**config.mk**
```make
export PLATFORM = sky130hd
export DESIGN_NAME = kmeans_core_param
export DESIGN_NICKNAME = d
export VERILOG_FILES = /design/src/rtl/kmeans_core_param.sv
export SDC_FILE = /design/constraint.sdc
export NUM_CORES = 2
export LEC_CHECK = 0
export CAP_MARGIN = 10
export CORE_ASPECT_RATIO = 1.25
export CORE_MARGIN = 2
export CORE_UTILIZATION = 30
export CTS_CLUSTER_DIAMETER = 50
export CTS_CLUSTER_SIZE = 30
export DETAILED_ROUTE_END_ITERATION = 10
export PLACE_DENSITY = 0.54
export SKIP_LAST_GASP = 1
export SLEW_MARGIN = 20
export SYNTH_ARGS = -nofsm -noshare
export SYNTH_HDL_FRONTEND = slang
export SYNTH_SLANG_ARGS = --single-unit
```
**constraint.sdc**
```tcl
create_clock -name clk -period 67.9 [get_ports clk]
set_input_delay 10.185 -clock clk [delete_from_list [all_inputs] [get_ports clk]]
set_output_delay 10.185 -clock clk [all_outputs]
set_load 0.05 [all_outputs]
```
**src/rtl/kmeans_core_param.sv**
```systemverilog
// Iterative k-means engine over an external 3-D point memory with one-cycle read latency.
// Centroids seed from the first K points; passes repeat until no label changes or MAX_ITER passes.
module kmeans_core_param #(
    parameter int N_POINTS = 41,
    parameter int K        = 7,
    parameter int W        = 8,
    parameter int MAX_ITER = 16
) (
    input  logic                          clk,
    input  logic                          rst,
    input  logic                          start,
    output logic                          busy,
    output logic                          done,
    output logic [$clog2(MAX_ITER+1)-1:0] iter_count,
    output logic [$clog2(N_POINTS+1)-1:0] changed_count,
    output logic [$clog2(N_POINTS)-1:0]   pt_addr,
    input  logic [W-1:0]                  pt_x,
    input  logic [W-1:0]                  pt_y,
    input  logic [W-1:0]                  pt_z,
    output logic                          lbl_we,
    output logic [$clog2(N_POINTS)-1:0]   lbl_addr,
    output logic [$clog2(K)-1:0]          lbl_wdata,
    input  logic [$clog2(K)-1:0]          cen_sel,
    output logic [W-1:0]                  cen_x,
    output logic [W-1:0]                  cen_y,
    output logic [W-1:0]                  cen_z
);
    localparam int AW = $clog2(N_POINTS);
    localparam int LW = $clog2(K);
    localparam int IW = $clog2(MAX_ITER+1);
    localparam int CW = $clog2(N_POINTS+1);
    localparam int DW = 2*W + 2;
    localparam int SW = W + AW;
    localparam int BW = $clog2(SW) + 1;

    // IDLE wait | INIT seed centroids | FETCH/LATCH read point | DIST scan centroids | WRITE emit label | UPDATE divide | CHECK converge | DONE hold
    typedef enum logic [3:0] {
        S_IDLE, S_INIT, S_FETCH, S_LATCH, S_DIST, S_WRITE, S_UPDATE, S_CHECK, S_DONE
    } state_t;

    state_t r_state, w_next;

    logic [W-1:0]        r_cx [K];
    logic [W-1:0]        r_cy [K];
    logic [W-1:0]        r_cz [K];
    logic [SW-1:0]       r_sx [K];
    logic [SW-1:0]       r_sy [K];
    logic [SW-1:0]       r_sz [K];
    logic [CW-1:0]       r_cnt [K];
    logic [LW-1:0]       r_lbl [N_POINTS];
    logic [N_POINTS-1:0] r_lbl_vld;
    logic [W-1:0]        r_px, r_py, r_pz;
    logic [AW-1:0]       r_idx;
    logic [LW-1:0]       r_k, r_best;
    logic [DW-1:0]       r_best_d;
    logic                r_phase;
    logic [1:0]          r_ax;
    logic [BW-1:0]       r_bit;
    logic [CW-1:0]       r_rem;
    logic [SW-1:0]       r_quo;
    logic [IW-1:0]       r_iter;
    logic [CW-1:0]       r_changed;

    logic [W-1:0]  w_dx, w_dy, w_dz;
    logic [DW-1:0] w_ex, w_ey, w_ez, w_d;
    logic [CW:0]   w_trial;
    logic [CW-1:0] w_rem_nx;
    logic [SW-1:0] w_quo_nx, w_sum_nx;
    logic          w_k_last, w_p_last, w_bit_last, w_stop;

    assign w_dx = (r_px >= r_cx[r_k]) ? r_px - r_cx[r_k] : r_cx[r_k] - r_px;
    assign w_dy = (r_py >= r_cy[r_k]) ? r_py - r_cy[r_k] : r_cy[r_k] - r_py;
    assign w_dz = (r_pz >= r_cz[r_k]) ? r_pz - r_cz[r_k] : r_cz[r_k] - r_pz;
    assign w_ex = {{(DW-W){1'b0}}, w_dx};
    assign w_ey = {{(DW-W){1'b0}}, w_dy};
    assign w_ez = {{(DW-W){1'b0}}, w_dz};
    assign w_d  = w_ex*w_ex + w_ey*w_ey + w_ez*w_ez;

    // Remainder stays below the divisor, so modular CW-bit subtraction is exact.
    always_comb begin
        w_trial = {r_rem, r_quo[SW-1]};
        if (w_trial >= {1'b0, r_cnt[r_k]}) begin
            w_rem_nx = w_trial[CW-1:0] - r_cnt[r_k];
            w_quo_nx = {r_quo[SW-2:0], 1'b1};
        end else begin
            w_rem_nx = w_trial[CW-1:0];
            w_quo_nx = {r_quo[SW-2:0], 1'b0};
        end
    end

    always_comb begin
        case (r_ax)
            2'd3:    w_sum_nx = r_sx[r_k];
            2'd0:    w_sum_nx = r_sy[r_k];
            default: w_sum_nx = r_sz[r_k];
        endcase
    end

    assign w_k_last   = (r_k == LW'(K-1));
    assign w_p_last   = (r_idx == AW'(N_POINTS-1));
    assign w_bit_last = (r_bit == BW'(SW-1));
    assign w_stop     = (r_changed == '0) || (r_iter == IW'(MAX_ITER-1));

    always_ff @(posedge clk or posedge rst) begin
        if (rst) r_state <= S_IDLE;
        else     r_state <= w_next;
    end

    always_comb begin
        w_next = r_state;
        case (r_state)
            S_IDLE, S_DONE: if (start) w_next = S_INIT;
            S_INIT:   if (r_phase && w_k_last) w_next = S_FETCH;
            S_FETCH:  w_next = S_LATCH;
            S_LATCH:  w_next = S_DIST;
            S_DIST:   if (w_k_last) w_next = S_WRITE;
            S_WRITE:  w_next = w_p_last ? S_UPDATE : S_FETCH;
            S_UPDATE: if (r_ax == 2'd2 && w_bit_last && w_k_last) w_next = S_CHECK;
            S_CHECK:  w_next = w_stop ? S_DONE : S_FETCH;
            default:  w_next = S_IDLE;
        endcase
    end

    always_ff @(posedge clk or posedge rst) begin
        if (rst) begin
            for (int i = 0; i < K; i++) begin
                r_cx[i]  <= '0;
                r_cy[i]  <= '0;
                r_cz[i]  <= '0;
                r_sx[i]  <= '0;
                r_sy[i]  <= '0;
                r_sz[i]  <= '0;
                r_cnt[i] <= '0;
            end
            for (int i = 0; i < N_POINTS; i++) r_lbl[i] <= '0;
            r_lbl_vld <= '0;
            r_px      <= '0;
            r_py      <= '0;
            r_pz      <= '0;
            r_idx     <= '0;
            r_k       <= '0;
            r_best    <= '0;
            r_best_d  <= '0;
            r_phase   <= 1'b0;
            r_ax      <= '0;
            r_bit     <= '0;
            r_rem     <= '0;
            r_quo     <= '0;
            r_iter    <= '0;
            r_changed <= '0;
        end else begin
            case (r_state)
                S_IDLE, S_DONE: begin
                    if (start) begin
                        r_iter    <= '0;
                        r_changed <= '0;
                        r_idx     <= '0;
                        r_k       <= '0;
                        r_phase   <= 1'b0;
                        r_lbl_vld <= '0;
                    end
                end
                S_INIT: begin
                    r_phase <= ~r_phase;
                    if (r_phase) begin
                        r_cx[r_k] <= pt_x;
                        r_cy[r_k] <= pt_y;
                        r_cz[r_k] <= pt_z;
                        if (w_k_last) begin
                            r_k   <= '0;
                            r_idx <= '0;
                        end else begin
                            r_k   <= r_k + LW'(1);
                            r_idx <= r_idx + AW'(1);
                        end
                    end
                end
                S_LATCH: begin
                    r_px <= pt_x;
                    r_py <= pt_y;
                    r_pz <= pt_z;
                    r_k  <= '0;
                end
                S_DIST: begin
                    if (r_k == '0 || w_d < r_best_d) begin
                        r_best_d <= w_d;
                        r_best   <= r_k;
                    end
                    r_k <= w_k_last ? '0 : r_k + LW'(1);
                end
                S_WRITE: begin
                    r_lbl[r_idx]     <= r_best;
                    r_lbl_vld[r_idx] <= 1'b1;
                    if (!r_lbl_vld[r_idx] || r_lbl[r_idx] != r_best)
                        r_changed <= r_changed + CW'(1);
                    r_sx[r_best]  <= r_sx[r_best] + SW'(r_px);
                    r_sy[r_best]  <= r_sy[r_best] + SW'(r_py);
                    r_sz[r_best]  <= r_sz[r_best] + SW'(r_pz);
                    r_cnt[r_best] <= r_cnt[r_best] + CW'(1);
                    if (w_p_last) begin
                        r_idx <= '0;
                        r_k   <= '0;
                        r_ax  <= 2'd3;
                        r_bit <= '0;
                    end else begin
                        r_idx <= r_idx + AW'(1);
                    end
                end
                S_UPDATE: begin
                    // r_ax==3 is the per-cluster load cycle; 0..2 walk x, y, z.
                    if (r_ax == 2'd3) begin
                        r_quo <= w_sum_nx;
                        r_rem <= '0;
                        r_bit <= '0;
                        r_ax  <= 2'd0;
                    end else begin
                        r_quo <= w_quo_nx;
                        r_rem <= w_rem_nx;
                        r_bit <= r_bit + BW'(1);
                        if (w_bit_last) begin
                            r_bit <= '0;
                            if (r_cnt[r_k] != '0) begin
                                case (r_ax)
                                    2'd0:    r_cx[r_k] <= w_quo_nx[W-1:0];
                                    2'd1:    r_cy[r_k] <= w_quo_nx[W-1:0];
                                    default: r_cz[r_k] <= w_quo_nx[W-1:0];
                                endcase
                            end
                            if (r_ax == 2'd2) begin
                                r_sx[r_k]  <= '0;
                                r_sy[r_k]  <= '0;
                                r_sz[r_k]  <= '0;
                                r_cnt[r_k] <= '0;
                                r_ax       <= 2'd3;
                                r_k        <= w_k_last ? '0 : r_k + LW'(1);
                            end else begin
                                r_quo <= w_sum_nx;
                                r_rem <= '0;
                                r_ax  <= r_ax + 2'd1;
                            end
                        end
                    end
                end
                S_CHECK: begin
                    r_iter <= r_iter + IW'(1);
                    if (!w_stop) begin
                        r_changed <= '0;
                        r_idx     <= '0;
                    end
                end
                default: ;
            endcase
        end
    end

    assign busy          = (r_state != S_IDLE) && (r_state != S_DONE);
    assign done          = (r_state == S_DONE);
    assign iter_count    = r_iter;
    assign changed_count = r_changed;
    assign pt_addr       = r_idx;
    assign lbl_we        = (r_state == S_WRITE);
    assign lbl_addr      = r_idx;
    assign lbl_wdata     = r_best;

    always_comb begin
        cen_x = '0;
        cen_y = '0;
        cen_z = '0;
        if (int'(cen_sel) < K) begin
            cen_x = r_cx[cen_sel];
            cen_y = r_cy[cen_sel];
            cen_z = r_cz[cen_sel];
        end
    end
endmodule

```
**Word level (Yosys, flattened, before mapping)**

Cells that the tools add are included.

- Register bits after elaboration: 765
- Word-level logic and storage cells: 389

- Multipliers: 3
- Equal/unequal tests: 33
- Bitwise logic cells: 12
- Add/sub/neg operators: 19
- Reduce and logical (&&, ||, !) cells: 42
- Order comparisons: 15
- Muxes and demuxes: 159

Operators by type and width:

| kind | count |
|---|---|
| $mux 98 | 9 |
| $mux 56 | 15 |
| $pmux 98 s2 | 3 |
| $bwmux 56 | 6 |
| $pmux 56 s2 | 3 |
| $and 98x98->98 | 3 |
| $bwmux 98 | 3 |
| $bmux 14 s3 | 6 |
| $mux 14 | 17 |
| $mux 8 | 19 |
| $bmux 8 s3 | 6 |
| $mux 42 | 3 |
| $bwmux 123 | 1 |
| $not 98->98 | 1 |
| $mux 6 | 16 |
| $demux 14 s3 | 2 |
| $pmux 42 s2 | 1 |
| $pmux 41 s2 | 1 |
| $mul 8x8->16 | 3 |
| $sub 8x8->8 | 6 |
| $add 14x8->14 | 3 |
| $and 42x42->42 | 1 |
| $bwmux 42 | 1 |
| $not 42->42 | 1 |
| other kinds (73) | 153 |

**Longest topological paths before layout**

- Word-level depth: 12
- Mapped depth: 54
- Depth with buffers taken out: 46

**Worst setup path after synthesis**

OpenSTA, ideal clock, no wires.

- Kind: input to output
- Start: in cen_sel[0]
- End: out cen_x[0]
- Data arrival time: 12.171 ns
- Stages on the path: 4
- Setup slack: 45.544 ns
- Path through: buf_1 clkbuf_1 mux4_2 mux2_2

- Cells in the longest elaborated chain, start to end: 5

RTL lines:

| element | RTL line | text |
|---|---|---|
| from (decl) | 23 | `input logic [$clog2(K)-1:0] cen_sel,` |
| $not 3->4 (implied by the code) | 270 | `cen_x = r_cx[cen_sel];` |
| $bmux 8 s3 | 270 |  |
| $mux 8 (implied by the code) (2 in a row) | 270 |  |
| $mux 8 (*) | 269 | `if (int'(cen_sel) < K) begin` |
| to (decl) | 24 | `output logic [W-1:0] cen_x,` |

Mark *: on every way between the ends. The rest lies on a longest branch, timed or not. The select of a mux whose other input is x is not followed.

**Final worst setup path**

- Start: in cen_sel[0]
- End: out cen_x[5]

The elaborated chain is that of the path after synthesis.

==> results.sh <==
export IMPL_status="finished, final reports clean"
export IMPL_yosys_area_top_type="dfrtp_1"
export IMPL_area_growth_pct=11.5
export IMPL_drtAntennaViolNets=0
export IMPL_grt_use_total_pct=19.2
export IMPL_fin_nets=4803
export IMPL_dr_pass1_iters=6
export IMPL_cp_max_fo=13
export IMPL_setup_tns_ps=0
export IMPL_ys_seq_elements=765
export IMPL_yosysTopAreaCellShare_pct=39.9
export IMPL_cts_setup_buffers=0
export IMPL_yosysWarnings=0
export IMPL_hold_buffers=0
export IMPL_ys_top_cells_by_count="dfrtp_1, nand2_1, nor2_1, inv_1, a22o_1"
export IMPL_ys_seq_area_share_pct=39.9
export IMPL_critical_path_class="input pin to primary output"
export IMPL_hold_path_depth=1
export IMPL_finalCriticalPeriod_ps=22700
export IMPL_rsz0062_at_grt="no"
export IMPL_slew_limit_headroom_pct=18.7
export IMPL_crit_path_end_kind="primary output"
export IMPL_root_buffer="clkbuf_16"
export IMPL_dr_first_iter_drc_count=3011
export IMPL_synth_flop_cell="dfrtp_1"
export IMPL_grt_max_degree=152
export IMPL_netlist_instances=4506
export IMPL_setup_violations=0
export IMPL_syn_nets=4863
export IMPL_worstPathRequired_ps=57720
export IMPL_async_flop_share_pct=100
export IMPL_wirelength_mm=157
export IMPL_cap_violations=0
export IMPL_startpoint_type="input pin"
export IMPL_synth_area_um2=47900
export IMPL_synth_edff_count=0
export IMPL_synth_most_common_cell="dfrtp_1"
export IMPL_finalCritPeriodShare_pct=33.4
export IMPL_timing_rr_start="r_k[0]$_DFFE_PP0P_"
export IMPL_avgSynthCellArea_um2=10.6
export IMPL_drc=0
export IMPL_cts_tree="done"
export IMPL_tightestPinTransition_ps=1210
export IMPL_die_y_um=451
export IMPL_vias_per_cell=5.46
export IMPL_start_util_pct=30.1
export IMPL_core_area_um2=159000
export IMPL_min_delay_start="r_bit[4]$_DFFE_PP0P_"
export IMPL_ff2ff_path_depth=40
export IMPL_port_buffer_count=82
export IMPL_die_w_um=361
export IMPL_cts_max_level=3
export IMPL_min_delay_path_class="register to register"
export IMPL_grt_overflow=0
export IMPL_finalClockSkew_ps=40.7
export IMPL_timing_fmax_ghz=0.0441
export IMPL_io_pins=83
export IMPL_grt_pass1_wl_mm=241
export IMPL_dieArea_um2=163000
export IMPL_grt_pass1_vias=37004
export IMPL_hpwl_mm=102
export IMPL_max_clock_path_buffers=3
export IMPL_num_rows=164
export IMPL_drive_gt1_share_pct=13.9
export IMPL_cts_resized=0
export IMPL_ys_types=88
export IMPL_maxSlewViolCount=0
export IMPL_gp_congestion=0.858
export IMPL_clock_latency_ps=700
export IMPL_numCtsBuffers=67
export IMPL_worst_ep_arrival_time_ps=12510
export IMPL_vias=35935
export IMPL_cts_sinks=765
export IMPL_antenna_found_initial=1
export IMPL_clk_pin_slew_ps=70
export IMPL_wl_per_cell_um=23.9
export IMPL_synth_area_leaders="dfrtp_1, fa_1, mux4_2, a22o_1, ha_1"
export IMPL_startpoint="cen_sel[0]"
export IMPL_hold_viol=0
-- routing by layer --
metal	wire length (µm)	track usage (%)
met2	77400	32.9
met4	6400	7.90
met1	65200	24.6
met5	0	0
met3	8050	2.15
-- worst max-delay path: stages --
cell             delay [ps]
buf_2                    80
nor2b_2                 670
buf_4                   380
nand2_1                  70
o21ai_0                  80
mux2_2                  210
clkdlybuf4s50_1         810
-- flip-flops by register name, indices dropped and copies added, names as in the netlist, 2 cells and up --
name           count
r_quo             14
r_cnt             42
iter_count         5
r_cy              56
r_cz              56
r_k                3
r_sy              98
r_px               8
lbl_addr           6
r_state            4
r_lbl            123
r_rem              6
r_lbl_vld         41
r_cx              56
r_ax               2
r_py               8
r_best_d          18
r_bit              5
r_pz               8
lbl_wdata          3
changed_count      6
r_sz              98
r_sx              98
-- logic make-up (layout without fill, tap and decap cells) --
logic type / Yosys count / in the layout / synth area share (%)
compound gates: 1081 / 1081 / 15.5
xor+xnor: 83 / 83 / 1.53
fa+ha+maj: 327 / 327 / 10.8
buf+inv: 608 / 602 / 5.02
flops: 765 / 765 / 39.9
mux: 674 / 674 / 18.5
other cells: 0 / 1 / 0
simple gates: 968 / 968 / 8.78
-- per-stage QoR --
stage / setup WS (ps) / cell area (µm²) / cells / hold WS (ps) / util [%]
final: 45200 / 53400 / 6576 / 479 / 33.6
after detailed placement: 45180 / 51000 / 6452 / 467 / 32.0
after global placement: 45190 / 51000 / 6452 / 461 / 32.0
after CTS: 45170 / 53400 / 6575 / 485 / 33.6
after global routing: 45080 / 53400 / 6576 / 501 / 33.6
after floorplan: 36240 / 47900 / 4506 / 445 / -
-- placed cells by master (no fill, tap or decap), types with 135 or more instances in the layout --
cell type	count
mux2_2	157
mux2_1	135
ha_1	184
inv_1	297
nor2_1	360
nand2_1	394
a22o_1	280
o21ai_0	203
fa_1	143
a21oi_1	193
dfrtp_1	756
mux2i_1	210
-- path summary, 6_finish.rpt --
| path | endpoint | slack (ps) |
|---|---|---|
| max in group asynchronous | lbl_addr[2]$_DFFE_PP0P_ | 54620 |
| hold reg to reg | r_bit[4]$_DFFE_PP0P_ | 480 |
| hold / removal | r_bit[4]$_DFFE_PP0P_ | 480 |
| min in group asynchronous | r_cx[41]$_DFFE_PP0P_ | 10040 |
| setup / recovery | cen_x[5] | 45200 |
| setup reg to reg | r_best_d[5]$_DFFE_PP0P_ | 54500 |
-- area by class of cell --
| type | instances | area [µm²] |
|---|---|---|
| antenna | 1 | 2.50 |
| clock buffer | 71 | 1720 |
| clock inverter | 52 | 732 |
| fill | 16065 | 106000 |
| inverter | 313 | 1180 |
| multi-input combinational | 3133 | 26600 |
| sequential | 765 | 19200 |
| tap | 2075 | 2600 |
| timing repair buffer | 166 | 1480 |
Power is left out: the tool's default activity adds up to more than one toggle a clock period on the data nets, which glitch-free logic cannot reach.
